<file path="config.mk">
export PLATFORM = sky130hd
export DESIGN_NAME = rr_arbiter_4_flat
export DESIGN_NICKNAME = d
export VERILOG_FILES = /design/src/rtl/rr_arbiter_4_pkg.sv /design/src/rtl/rr_arbiter_4_if.sv /design/src/rtl/rr_arbiter_4_decoder_2x4.sv /design/src/rtl/rr_arbiter_4.sv /design/src/flat_wrapper.sv
export SDC_FILE = /design/constraint.sdc
export NUM_CORES = 1
export LEC_CHECK = 0
export ABC_AREA = 0
export BUFFER_PORTS_ARGS = -buffer_cell sky130_fd_sc_hd__buf_2
export CORE_MARGIN = 3
export CORE_UTILIZATION = 45
export CTS_CLUSTER_SIZE = 20
export DETAILED_ROUTE_END_ITERATION = 8
export PLACE_DENSITY = 0.68
export SLEW_MARGIN = 25
export SYNTH_ARGS = -nofsm -noshare
export SYNTH_HDL_FRONTEND = slang
export SYNTH_SLANG_ARGS = --single-unit
export TNS_END_PERCENT = 1
</file>
<file path="constraint.sdc">
create_clock -name clk -period 1.98 [get_ports clk]
set_input_delay 0.297 -clock clk [delete_from_list [all_inputs] [get_ports clk]]
set_output_delay 0.297 -clock clk [all_outputs]
set_load 0.02 [all_outputs]
</file>
<file path="src/rtl/rr_arbiter_4_pkg.sv">
// -----------------------------------------------------------------------------
// rr_arbiter_4_pkg
// Shared definitions for the four-requester round-robin arbiter: requester
// count, index type and the FSM state encoding.
// -----------------------------------------------------------------------------
package rr_arbiter_4_pkg;

  localparam int N_REQ = 4;
  localparam int IDX_W = 2;

  typedef logic [IDX_W-1:0] idx_t;

  typedef enum logic {
    ST_IDLE  = 1'b0,
    ST_GRANT = 1'b1
  } state_e;

endpackage : rr_arbiter_4_pkg

</file>
<file path="src/rtl/rr_arbiter_4_if.sv">
// -----------------------------------------------------------------------------
// rr_arbiter_4_if
// Request/grant bundle between the four clients and the arbiter.
//   req       : client -> arbiter, one request line per client
//   grant     : arbiter -> clients, one-hot grant (all zero when idle)
//   grant_idx : arbiter -> clients, index of current or last granted client
//   busy      : arbiter -> clients, high while a grant is active
//   timeout   : arbiter -> clients, one-cycle pulse after a forced hand-off
// Modports: master = the arbiter, slave = the client side.
// -----------------------------------------------------------------------------
interface rr_arbiter_4_if;
  import rr_arbiter_4_pkg::*;

  logic [N_REQ-1:0] req;
  logic [N_REQ-1:0] grant;
  idx_t             grant_idx;
  logic             busy;
  logic             timeout;

  modport master (
    input  req,
    output grant,
    output grant_idx,
    output busy,
    output timeout
  );

  modport slave (
    output req,
    input  grant,
    input  grant_idx,
    input  busy,
    input  timeout
  );

endinterface : rr_arbiter_4_if

</file>
<file path="src/rtl/rr_arbiter_4_decoder_2x4.sv">
// -----------------------------------------------------------------------------
// decoder_2x4
// Two-to-four one-hot decoder with active-high enable.
//   in     : 2-bit select
//   enable : when low, out is all zero
//   out    : one-hot decode of in
// -----------------------------------------------------------------------------
module decoder_2x4 (
  input  logic [1:0] in,
  input  logic       enable,
  output logic [3:0] out
);

  // NOTE: assign a default before the case so no path leaves out unassigned;
  // otherwise synthesis infers a latch.
  always_comb begin
    out = 4'b0000;
    if (enable) begin
      case (in)
        2'd0: out = 4'b0001;
        2'd1: out = 4'b0010;
        2'd2: out = 4'b0100;
        2'd3: out = 4'b1000;
        default: out = 4'b0000;
      endcase
    end
  end

endmodule : decoder_2x4

</file>
<file path="src/rtl/rr_arbiter_4.sv">
// -----------------------------------------------------------------------------
// rr_arbiter_4
// Four-requester round-robin arbiter. A client keeps the grant until it drops
// its request or, when MAX_HOLD is non-zero, until it has held the resource
// for MAX_HOLD consecutive cycles. Hand-offs happen in a single edge with no
// idle bubble. The grant vector is decoded from registered state only.
//   clk : system clock, rising edge
//   rst : synchronous active-high reset
//   bus : rr_arbiter_4_if.master (req in; grant, grant_idx, busy, timeout out)
// Parameters:
//   MAX_HOLD : max consecutive grant cycles per tenure, 0 disables the limit
//   HOLD_W   : width of the hold counter, MAX_HOLD must be < 2**HOLD_W
// -----------------------------------------------------------------------------
module rr_arbiter_4
  import rr_arbiter_4_pkg::*;
#(
  parameter int MAX_HOLD = 16,
  parameter int HOLD_W   = 8
) (
  input  logic            clk,
  input  logic            rst,
  rr_arbiter_4_if.master  bus
);

  localparam logic [HOLD_W-1:0] HOLD_LAST =
    (MAX_HOLD == 0) ? '0 : HOLD_W'(MAX_HOLD - 1);

  state_e            state;
  idx_t              cur_idx;
  idx_t              last_idx;
  logic [HOLD_W-1:0] hold_cnt;
  logic              timeout_q;

  idx_t              search_start;
  logic [2:0]        pick;
  logic              found;
  idx_t              winner;
  logic              cur_release;
  logic              cur_expire;

  // Scan r from start upward, mod 4. Walking the offsets from the far end
  // down lets the nearest set bit overwrite any farther one.
  function automatic logic [2:0] find_winner(input logic [N_REQ-1:0] r,
                                             input idx_t             start);
    logic [2:0] res;
    idx_t       idx;
    res = '0;
    for (int k = N_REQ - 1; k >= 0; k--) begin
      idx = start + idx_t'(k);
      if (r[idx]) res = {1'b1, idx};
    end
    return res;
  endfunction

  // In GRANT the search always starts just past the current holder, so on an
  // expiry the holder is considered last and is re-granted only if alone.
  assign search_start = (state == ST_GRANT) ? cur_idx + 2'd1 : last_idx + 2'd1;
  assign pick         = find_winner(bus.req, search_start);
  assign found        = pick[2];
  assign winner       = pick[1:0];

  assign cur_release  = ~bus.req[cur_idx];
  assign cur_expire   = (MAX_HOLD != 0) && (hold_cnt == HOLD_LAST) &&
                        bus.req[cur_idx];

  // NOTE: sequential state uses non-blocking assignments so every register
  // samples the pre-edge values, independent of statement order.
  always_ff @(posedge clk) begin
    if (rst) begin
      state     <= ST_IDLE;
      cur_idx   <= '0;
      last_idx  <= 2'd3;
      hold_cnt  <= '0;
      timeout_q <= 1'b0;
    end else begin
      timeout_q <= 1'b0;
      case (state)
        ST_IDLE: begin
          if (found) begin
            state    <= ST_GRANT;
            cur_idx  <= winner;
            hold_cnt <= '0;
          end
        end
        ST_GRANT: begin
          if (cur_release || cur_expire) begin
            last_idx  <= cur_idx;
            // cur_expire already implies the holder still requests, so a
            // simultaneous release never produces a pulse.
            timeout_q <= cur_expire;
            hold_cnt  <= '0;
            if (found) begin
              cur_idx <= winner;
            end else begin
              state   <= ST_IDLE;
            end
          end else if (hold_cnt != '1) begin
            // Saturate so an unlimited tenure (MAX_HOLD == 0) cannot wrap.
            hold_cnt <= hold_cnt + HOLD_W'(1);
          end
        end
      endcase
    end
  end

  decoder_2x4 u_decoder (
    .in     (cur_idx),
    .enable (bus.busy),
    .out    (bus.grant)
  );

  assign bus.busy      = (state == ST_GRANT);
  assign bus.grant_idx = cur_idx;
  assign bus.timeout   = timeout_q;

endmodule : rr_arbiter_4

</file>
<file path="src/flat_wrapper.sv">
// flat-port wrapper written by rule: the top's interface ports become plain ports
module rr_arbiter_4_flat import rr_arbiter_4_pkg::*;
#(
  parameter int MAX_HOLD = 16,
  parameter int HOLD_W   = 8
)
  (clk, rst, bus_req, bus_grant, bus_grant_idx, bus_busy, bus_timeout);
  rr_arbiter_4_if bus_i ();
  input  logic clk;
  input  logic rst;
  input wire logic [$bits(bus_i.req)-1:0] bus_req;
  output wire logic [$bits(bus_i.grant)-1:0] bus_grant;
  output wire logic [$bits(bus_i.grant_idx)-1:0] bus_grant_idx;
  output wire logic [$bits(bus_i.busy)-1:0] bus_busy;
  output wire logic [$bits(bus_i.timeout)-1:0] bus_timeout;
  assign bus_i.req = bus_req;
  assign bus_grant = bus_i.grant;
  assign bus_grant_idx = bus_i.grant_idx;
  assign bus_busy = bus_i.busy;
  assign bus_timeout = bus_i.timeout;
  rr_arbiter_4 #(.MAX_HOLD(MAX_HOLD), .HOLD_W(HOLD_W)) u_core (.clk(clk), .rst(rst), .bus(bus_i));
endmodule
</file>
==> results of run 1 <==
[synth_stat cells, drive strengths merged, types with 3 or more instances]
master	instances	area share, %
a211oi	3	2.8
a21oi	5	4.1
a31oi	4	4.1
and3	3	2.2
buf	6	4.5
dfxtp	14	29
inv	4	1.6
mux2i	9	9.3
nand2	6	2.3
nand2b	6	3.9
nand3	4	2.6
nand4	3	1.9
nor2	14	5.4
[sequential cells by signal, indices dropped and copies added, names as in the netlist]
| register | cells |
|---|---|
| u_core.bus.grant_idx | 2 |
| u_core.hold_cnt | 8 |
| u_core.bus.timeout | 1 |
| u_core.last_idx | 2 |
| u_core.bus.busy | 1 |
[layout make-up]
cell class,count,area (µm²)
clock buffer,4,36.3
fill,204,925
inverter,4,15.0
multi-input combinational,85,624
sequential,14,280
tap,27,33.8
timing repair buffer,16,87.6
[worst max-delay path, delay by kind of cell (launching register included)]
| kind | cells | cell delay [ps] |
|---|---|---|
| compound gates | 2 | 450 |
| fa+ha+maj | 1 | 230 |
| flops | 1 | 380 |
| simple gates | 2 | 710 |
[layer usage]
metal | vias up | wire, µm | GRT usage [%]
li1 | 430 | - | -
met1 | 387 | 926 | 22.1
met2 | 30 | 944 | 27.1
met3 | 9 | 126 | 5.41
met4 | 0 | 59 | 8.94
met5 | - | 0 | 0
[power breakdown]
group          total [mW]  internal (mW)  switching (mW)  leakage [nW]
registers           0.321          0.298          0.0228         0.114
logic               0.203         0.0828           0.120         0.278
clock network       0.211          0.112          0.0992        0.0210
total               0.735          0.493           0.242         0.413
[cells by family (layout without fill, tap and decap cells)]
| family | Yosys count | count (layout) | synth area share [%] |
|---|---|---|---|
| DFF | 14 | 14 | 29.0 |
| AOI/OAI and AO/OA | 24 | 24 | 23.3 |
| and+or+nand+nor | 51 | 51 | 30.7 |
| muxes | 9 | 9 | 9.31 |
| buffers and inverters | 11 | 24 | 6.47 |
| adders and majority gates | 1 | 1 | 1.29 |
[through the flow]
step	utilization, %	hold slack, ps	area [µm²]
global route	53.8	297	1080
floorplan	-	420	967
CTS	53.8	287	1080
global placement	52.0	477	1040
detailed placement	52.0	493	1040
finish	53.8	292	1080
[worst min path at each step]
stage / from / to / depth (start not counted)
after floorplan: bus_req[3] / u_core.bus.busy / 2
after global placement: u_core.hold_cnt[1] / u_core.hold_cnt[1] / 2
after detailed placement: u_core.hold_cnt[1] / u_core.hold_cnt[1] / 2
after CTS: rst / u_core.hold_cnt[3] / 2
after global routing: rst / u_core.hold_cnt[7] / 2
final: rst / u_core.hold_cnt[3] / 2
==> flow_summary.json, run 1 <==
{
  "arrival_ps": 2060,
  "setup_ws_ps": 127,
  "numPlacedInstances": 146,
  "post-route-period-util_pct": 93.6,
  "ys_seq_elements": 14,
  "drive_gt1_share_pct": 26.8,
  "fin_cells": 150,
  "hp-class": "input pin to flip-flop",
  "status": "finished, final reports clean",
  "syn_nets": 117,
  "slew_headroom_pct": 69.0,
  "finalPower_uw": 735,
  "pre_cts_ws_ps": 159,
  "rows": 16,
  "grt_util_all_layers_pct": 17.7,
  "final_cell_mix": "nor2_1, dfxtp_1, buf_2",
  "ctsResizeCount": 0,
  "max_cap_violations": 0,
  "gp_congestion": 0.896,
  "fin_skew_ps": 3.89,
  "cts_root_buffer": "clkbuf_4",
  "overflow": 0,
  "setup_viol": 0,
  "clkTransAtPathRegs_ps": 90,
  "grt_setup_unrepaired": "false",
  "synthCells": 110,
  "p_leak_nw": 0.413,
  "fin_nets": 131,
  "r2r-end": "u_core.bus.grant_idx[0]",
  "clkSinkCount": 14,
  "cts_max_level": 1,
  "slew_violations": 0,
  "grt_pass1_vias": 808,
  "endpoint": "u_core.bus.grant_idx[0]",
  "chipWidth_um": 52.4,
  "cts_hold_buf": 0,
  "cp_data_required_time_ps": 2190,
  "ys_async_sr_fraction_pct": 0,
  "yosysWarnings": 0,
  "start_util_pct": 48.3,
  "drt_iter0_markers": 23,
  "cts_buffer_depth": 2,
  "cp_cell_sequence": "ha_1 > nand3_2 > or4_4 > a21o_1 > a221oi_2",
  "fin_crit_ps": 1850,
  "cts_tree": "yes",
  "dieArea_mm2": 0.00274,
  "critPathKind": "flip-flop to flip-flop",
  "ir_drop_mv": 0.533,
  "ant_nets": 0,
  "hold_viol_final": 0,
  "numCtsBuffers": 3,
  "slowest_delay_ps": 600,
  "vias": 856,
  "reg2reg_depth": 5,
  "ys.flop_type": "dfxtp_1",
  "grt_max_degree": 15,
  "synth_edf_count": 0,
  "worstSkewPairLatency_ps": 280,
  "grt_pass1_wl_um": 3570,
  "worstPathMaxFanout": 11,
  "power_density_mw_per_mm2": 682,
  "post_drt_wl_per_cell_um": 13.7,
  "vias_per_cell": 5.71,
  "core_mm2": 0.00200,
  "r2r_setup_slack_ps": 130,
  "crit_start": "u_core.hold_cnt[0]",
  "diodes": 0,
  "dr.pass1.iters": 4,
  "tns_ps": 0,
  "tightest_slew_ps": 465,
  "r2r_start": "u_core.hold_cnt[0]",
  "crit_path_top_delay_cell": "or4_4",
  "hpwl_um": 1600,
  "route.detailed.drc": 0,
  "synth_cell_types": 46,
  "antenna_found_initial": 0,
  "fmaxAchievable_ghz": 0.540,
  "die_h_um": 52.4,
  "syn_area_um2": 967,
  "worst_setup_path_end_kind": "flip-flop",
  "syn_area_per_cell_um2": 8.79,
  "cts_setup_buffers": 0,
  "routed_wl_um": 2060,
  "io_buffer_count": 13,
  "area_growth_pct": 11.4,
  "ys_seq_area_share_pct": 29.0,
  "boundaryPins": 14,
  "cp-start-kind": "flip-flop"
}
No activity file was read; power rests on OpenSTA's default activity.
==> run 2, diff against run 1 <==
--- a/config.mk
+++ b/config.mk
@@ -9,6 +9,7 @@
 export BUFFER_PORTS_ARGS = -buffer_cell sky130_fd_sc_hd__buf_2
 export CORE_MARGIN = 3
 export CORE_UTILIZATION = 45
+export CTS_BUF_LIST = sky130_fd_sc_hd__clkbuf_8
 export CTS_CLUSTER_SIZE = 20
 export DETAILED_ROUTE_END_ITERATION = 8
 export PLACE_DENSITY = 0.68
==> run 2 against run 1 <==
Against the previous run:
- critical path type unchanged
- flip-flop and latch count did not move
- die area is the same
- worst hold slack gained 46 ps
- global-route usage grew 0.30 points
- register-to-register slack about the same
- core utilization grew 0.94 points
- final cell count stayed put
==> flow_summary.json, run 2 (synthesis results as in run 1) <==
{
  "status": "finished, final reports clean",
  "largest-register": "u_core.hold_cnt",
  "fin_nets": 131,
  "final_cell_mix": "nor2_1, dfxtp_1, buf_2",
  "die_h_um": 52.4,
  "io_buffer_count": 13,
  "cts_tree": "yes",
  "endpoint": "u_core.bus.grant_idx[0]",
  "start_util_pct": 48.3,
  "numCtsBuffers": 3,
  "dr.pass1.iters": 4,
  "vias": 851,
  "gp_congestion": 0.896,
  "overflow": 0,
  "setup_ws_ps": 131,
  "critPathKind": "flip-flop to flip-flop",
  "clkSinkCount": 14,
  "ctsResizeCount": 0,
  "worstSkewPairLatency_ps": 250,
  "area_growth_pct": 13.3,
  "clkTransAtPathRegs_ps": 60,
  "arrival_ps": 2010,
  "ir_drop_mv": 0.678,
  "reg2reg_depth": 5,
  "dieArea_mm2": 0.00274,
  "slew_violations": 0,
  "fmaxAchievable_ghz": 0.541,
  "cts_hold_buf": 0,
  "cts_setup_buffers": 0,
  "worstPathMaxFanout": 11,
  "core_mm2": 0.00200,
  "grt_pass1_wl_um": 3660,
  "hpwl_um": 1600,
  "post_drt_wl_per_cell_um": 14.1,
  "setup_viol": 0,
  "pre_cts_ws_ps": 159,
  "r2r_setup_slack_ps": 130,
  "max_cap_violations": 0,
  "cp-start-kind": "flip-flop",
  "crit_start": "u_core.hold_cnt[0]",
  "tns_ps": 0,
  "grt_util_all_layers_pct": 18.0,
  "r2r_start": "u_core.hold_cnt[0]",
  "drt_iter0_markers": 21,
  "tightest_slew_ps": 470,
  "vias_per_cell": 5.67,
  "hold_viol_final": 0,
  "grt_setup_unrepaired": "false",
  "fin_skew_ps": 0.912,
  "hp-class": "input pin to flip-flop",
  "cts_root_buffer": "clkbuf_8",
  "chipWidth_um": 52.4,
  "cp_data_required_time_ps": 2140,
  "route.detailed.drc": 0,
  "boundaryPins": 14,
  "routed_wl_um": 2120,
  "post-route-period-util_pct": 93.4,
  "power_density_mw_per_mm2": 738,
  "cts_buffer_depth": 2,
  "ant_nets": 0,
  "rows": 16,
  "hold_path_depth": 2,
  "antenna_found_initial": 0,
  "drive_gt1_share_pct": 26.8,
  "grt_max_degree": 15,
  "diodes": 0,
  "worst_setup_path_end_kind": "flip-flop",
  "largest_reg_flops": 8,
  "grt_pass1_vias": 796,
  "cts_max_level": 1,
  "r2r-end": "u_core.bus.grant_idx[0]",
  "slew_headroom_pct": 68.6,
  "p_leak_nw": 0.421,
  "fin_crit_ps": 1850
}
[run 2: cell counts in the layout (fill, tap and decap cells not counted)]
Identical to the previous run, type by type.
[run 2: per-stage QoR]
step / utilization, % / total power, mW / hold WS, ps / area (µm²) / std cells
after floorplan: - / 0.478 / 420 / 967 / 110
after global placement: 52.0 / 0.526 / 477 / 1040 / 146
after detailed placement: 52.0 / 0.531 / 493 / 1040 / 146
after CTS: 54.8 / 0.810 / 333 / 1100 / 150
after global routing: 54.8 / 0.845 / 349 / 1100 / 150
final: 54.8 / 0.809 / 338 / 1100 / 150
[run 2: layer usage]
layer / part of all wire (%) / vias up / global-route usage, %
met1: 45 / 395 / 22.8
met2: 48 / 20 / 29.1
li1: - / 432 / -
met5: 0 / - / 0
met3: 5.0 / 4 / 5.13
met4: 1.5 / 0 / 5.53
[run 2: cell type report]
cell class	count	area, µm²
Multi-Input combinational cell	85	624
Sequential cell	14	280
Fill cell	201	906
Tap cell	27	33.8
Clock buffer	4	55.1
Inverter	4	15.0
Timing Repair Buffer	16	87.6
[run 2: power by group]
part	internal [mW]	switching (mW)
sequential	0.299	0.0226
clock	0.176	0.107
combinational	0.0829	0.121
[run 2: worst min-delay path by stage]
stage,start,endpoint,slack [ps]
after global routing,rst,u_core.hold_cnt[7],350
after global placement,u_core.hold_cnt[1],u_core.hold_cnt[1],480
after detailed placement,u_core.hold_cnt[1],u_core.hold_cnt[1],490
final,rst,u_core.hold_cnt[3],340
after CTS,rst,u_core.hold_cnt[3],330
after floorplan,bus_req[3],u_core.bus.busy,420
[run 2: worst max-delay path: stages (launching register included)]
cell and delay [ps]:
dfxtp_1 370, ha_1 230, nand3_2 110, or4_4 600, a21o_1 250, a221oi_2 210
==> run 3, diff against run 2 <==
--- a/config.mk
+++ b/config.mk
@@ -8,11 +8,11 @@
 export ABC_AREA = 0
 export BUFFER_PORTS_ARGS = -buffer_cell sky130_fd_sc_hd__buf_2
 export CORE_MARGIN = 3
-export CORE_UTILIZATION = 45
+export CORE_UTILIZATION = 55
 export CTS_BUF_LIST = sky130_fd_sc_hd__clkbuf_8
 export CTS_CLUSTER_SIZE = 20
 export DETAILED_ROUTE_END_ITERATION = 8
-export PLACE_DENSITY = 0.68
+export PLACE_DENSITY = 0.8
 export SLEW_MARGIN = 25
 export SYNTH_ARGS = -nofsm -noshare
 export SYNTH_HDL_FRONTEND = slang
==> constraint.sdc (replaced) <==
create_clock -name clk -period 1.98 [get_ports clk]
set_input_delay 0.099 -clock clk [delete_from_list [all_inputs] [get_ports clk]]
set_output_delay 0.099 -clock clk [all_outputs]
set_load 0.02 [all_outputs]
==> run 3 against run 2 <==
Against the previous run:
- power shrank 8.0%
- maximum frequency grew 0.47%
- via count grew 1.1%
- sequential power is essentially flat
- critical path depth is the same
- register-to-register slack is essentially flat
- first-iteration DRC count shrank 43%
- die area shrank 16%
- clock power shrank 21%
- non-clock buffer count shrank 1
- highest routed layer unchanged
==> flow_summary.json, run 3 (synthesis results as in run 1) <==
{
  "status": "finished, final reports clean",
  "diodes": 0,
  "grt_setup_unrepaired": "false",
  "numCtsBuffers": 3,
  "gr-usage-met3_pct": 6.77,
  "clkTransAtPathRegs_ps": 50,
  "worst_setup_path_end_kind": "flip-flop",
  "max_cap_violations": 0,
  "critical_path_buf_inv_count": 0,
  "area_growth_pct": 9.70,
  "slew_headroom_pct": 68.6,
  "cp_cell_sequence": "ha_1 > nand3_2 > or4_4 > a21o_1 > a221oi_2",
  "crit_family": "simple AND/OR/NAND/NOR gates",
  "start_util_pct": 61.3,
  "grt_max_degree": 21,
  "reg2reg_depth": 5,
  "cts_root_buffer": "clkbuf_8",
  "arrival_ps": 2000,
  "final_util_pct": 67.3,
  "hold_viol_final": 0,
  "die_h_um": 47.9,
  "ant_nets": 0,
  "largest_reg_flops": 8,
  "finalPower_uw": 744,
  "core_mm2": 0.00158,
  "setup_ws_ps": 139,
  "power_density_mw_per_mm2": 701,
  "cts_hold_buf": 0,
  "vias_per_cell": 6.28,
  "grt_busiest_layer": "met2",
  "post_drt_wl_per_cell_um": 14.9,
  "cts_buffer_depth": 2,
  "boundaryPins": 14,
  "io_buffer_count": 13,
  "grt_util_all_layers_pct": 21.3,
  "numPlacedInstances": 134,
  "final_area_mm2": 0.00106,
  "slowest_delay_ps": 600,
  "hold_path_depth": 2,
  "routed_wl_um": 2050,
  "setup_viol": 0,
  "dr.pass1.iters": 4,
  "tightest_slew_ps": 472,
  "fin_hold_ws_ps": 228,
  "crit_path_top_delay_cell": "or4_4",
  "fin_nets": 130,
  "cts_tree": "yes",
  "grt_pass1_wl_um": 3460,
  "antenna_found_initial": 0,
  "post-route-period-util_pct": 93.0,
  "slew_violations": 0,
  "rows": 14,
  "cp.depth": 5,
  "largest-register": "u_core.hold_cnt",
  "worstSkewPairLatency_ps": 240,
  "drive_gt1_share_pct": 25.6,
  "overflow": 0,
  "tns_ps": 0,
  "hpwl_um": 1540,
  "vias": 860,
  "fin_crit_ps": 1840,
  "cp-start-kind": "flip-flop",
  "drt_iter0_markers": 12,
  "hp-class": "input pin to flip-flop",
  "critPathKind": "flip-flop to flip-flop",
  "gr-usage-met2_pct": 33.2,
  "fin_cells": 137,
  "clkSinkCount": 14,
  "dieArea_mm2": 0.00230,
  "route.detailed.drc": 0,
  "cts_max_level": 1,
  "cts_setup_buffers": 0,
  "p_leak_nw": 0.408,
  "fin_skew_ps": 5.74,
  "placed_area_mm2": 0.00102,
  "pre_cts_ws_ps": 157,
  "worstPathMaxFanout": 11,
  "grt_pass1_vias": 781,
  "chipWidth_um": 47.9,
  "ctsResizeCount": 0,
  "fmaxAchievable_ghz": 0.543,
  "gp_congestion": 0.846,
  "grt_use_met1_pct": 29.2,
  "ir_drop_mv": 0.571,
  "cp_data_required_time_ps": 2140,
  "final_cell_mix": "nor2_1, dfxtp_1, buf_2"
}
[run 3: changes by cell type in the layout (fill, tap and decap cells not counted), sizes merged]
cell and change:
buf -1, clkbuf -1
[run 3: worst paths after layout]
| check | slack, ps | from | endpoint |
|---|---|---|---|
| hold reg to reg | 500 | u_core.hold_cnt[1] | u_core.hold_cnt[1] |
| setup reg to reg | 140 | u_core.hold_cnt[0] | u_core.bus.grant_idx[0] |
| hold / removal | 230 | rst | u_core.bus.busy |
| setup / recovery | 140 | u_core.hold_cnt[0] | u_core.bus.grant_idx[0] |
[run 3: layout make-up]
type                    count  area [µm²]
repair buffers             15        80.1
flip-flops and latches     14         280
inverters                   4        15.0
multi-input cells          85         624
clock buffers               3        41.3
well taps                  16        20.0
fillers                   126         515
[run 3: power breakdown]
part | internal [mW] | total, mW | switching [mW]
Combinational | 0.0790 | 0.196 | 0.117
Clock | 0.134 | 0.225 | 0.0905
Sequential | 0.299 | 0.324 | 0.0246
Total | 0.512 | 0.744 | 0.232
[run 3: routing by layer]
metal  part of all wire [%]  vias to the layer above
li1                       -                      428
met1                     47                      412
met4                   0.24                        0
met2                     48                       18
met5                      0                        -
met3                    4.4                        2
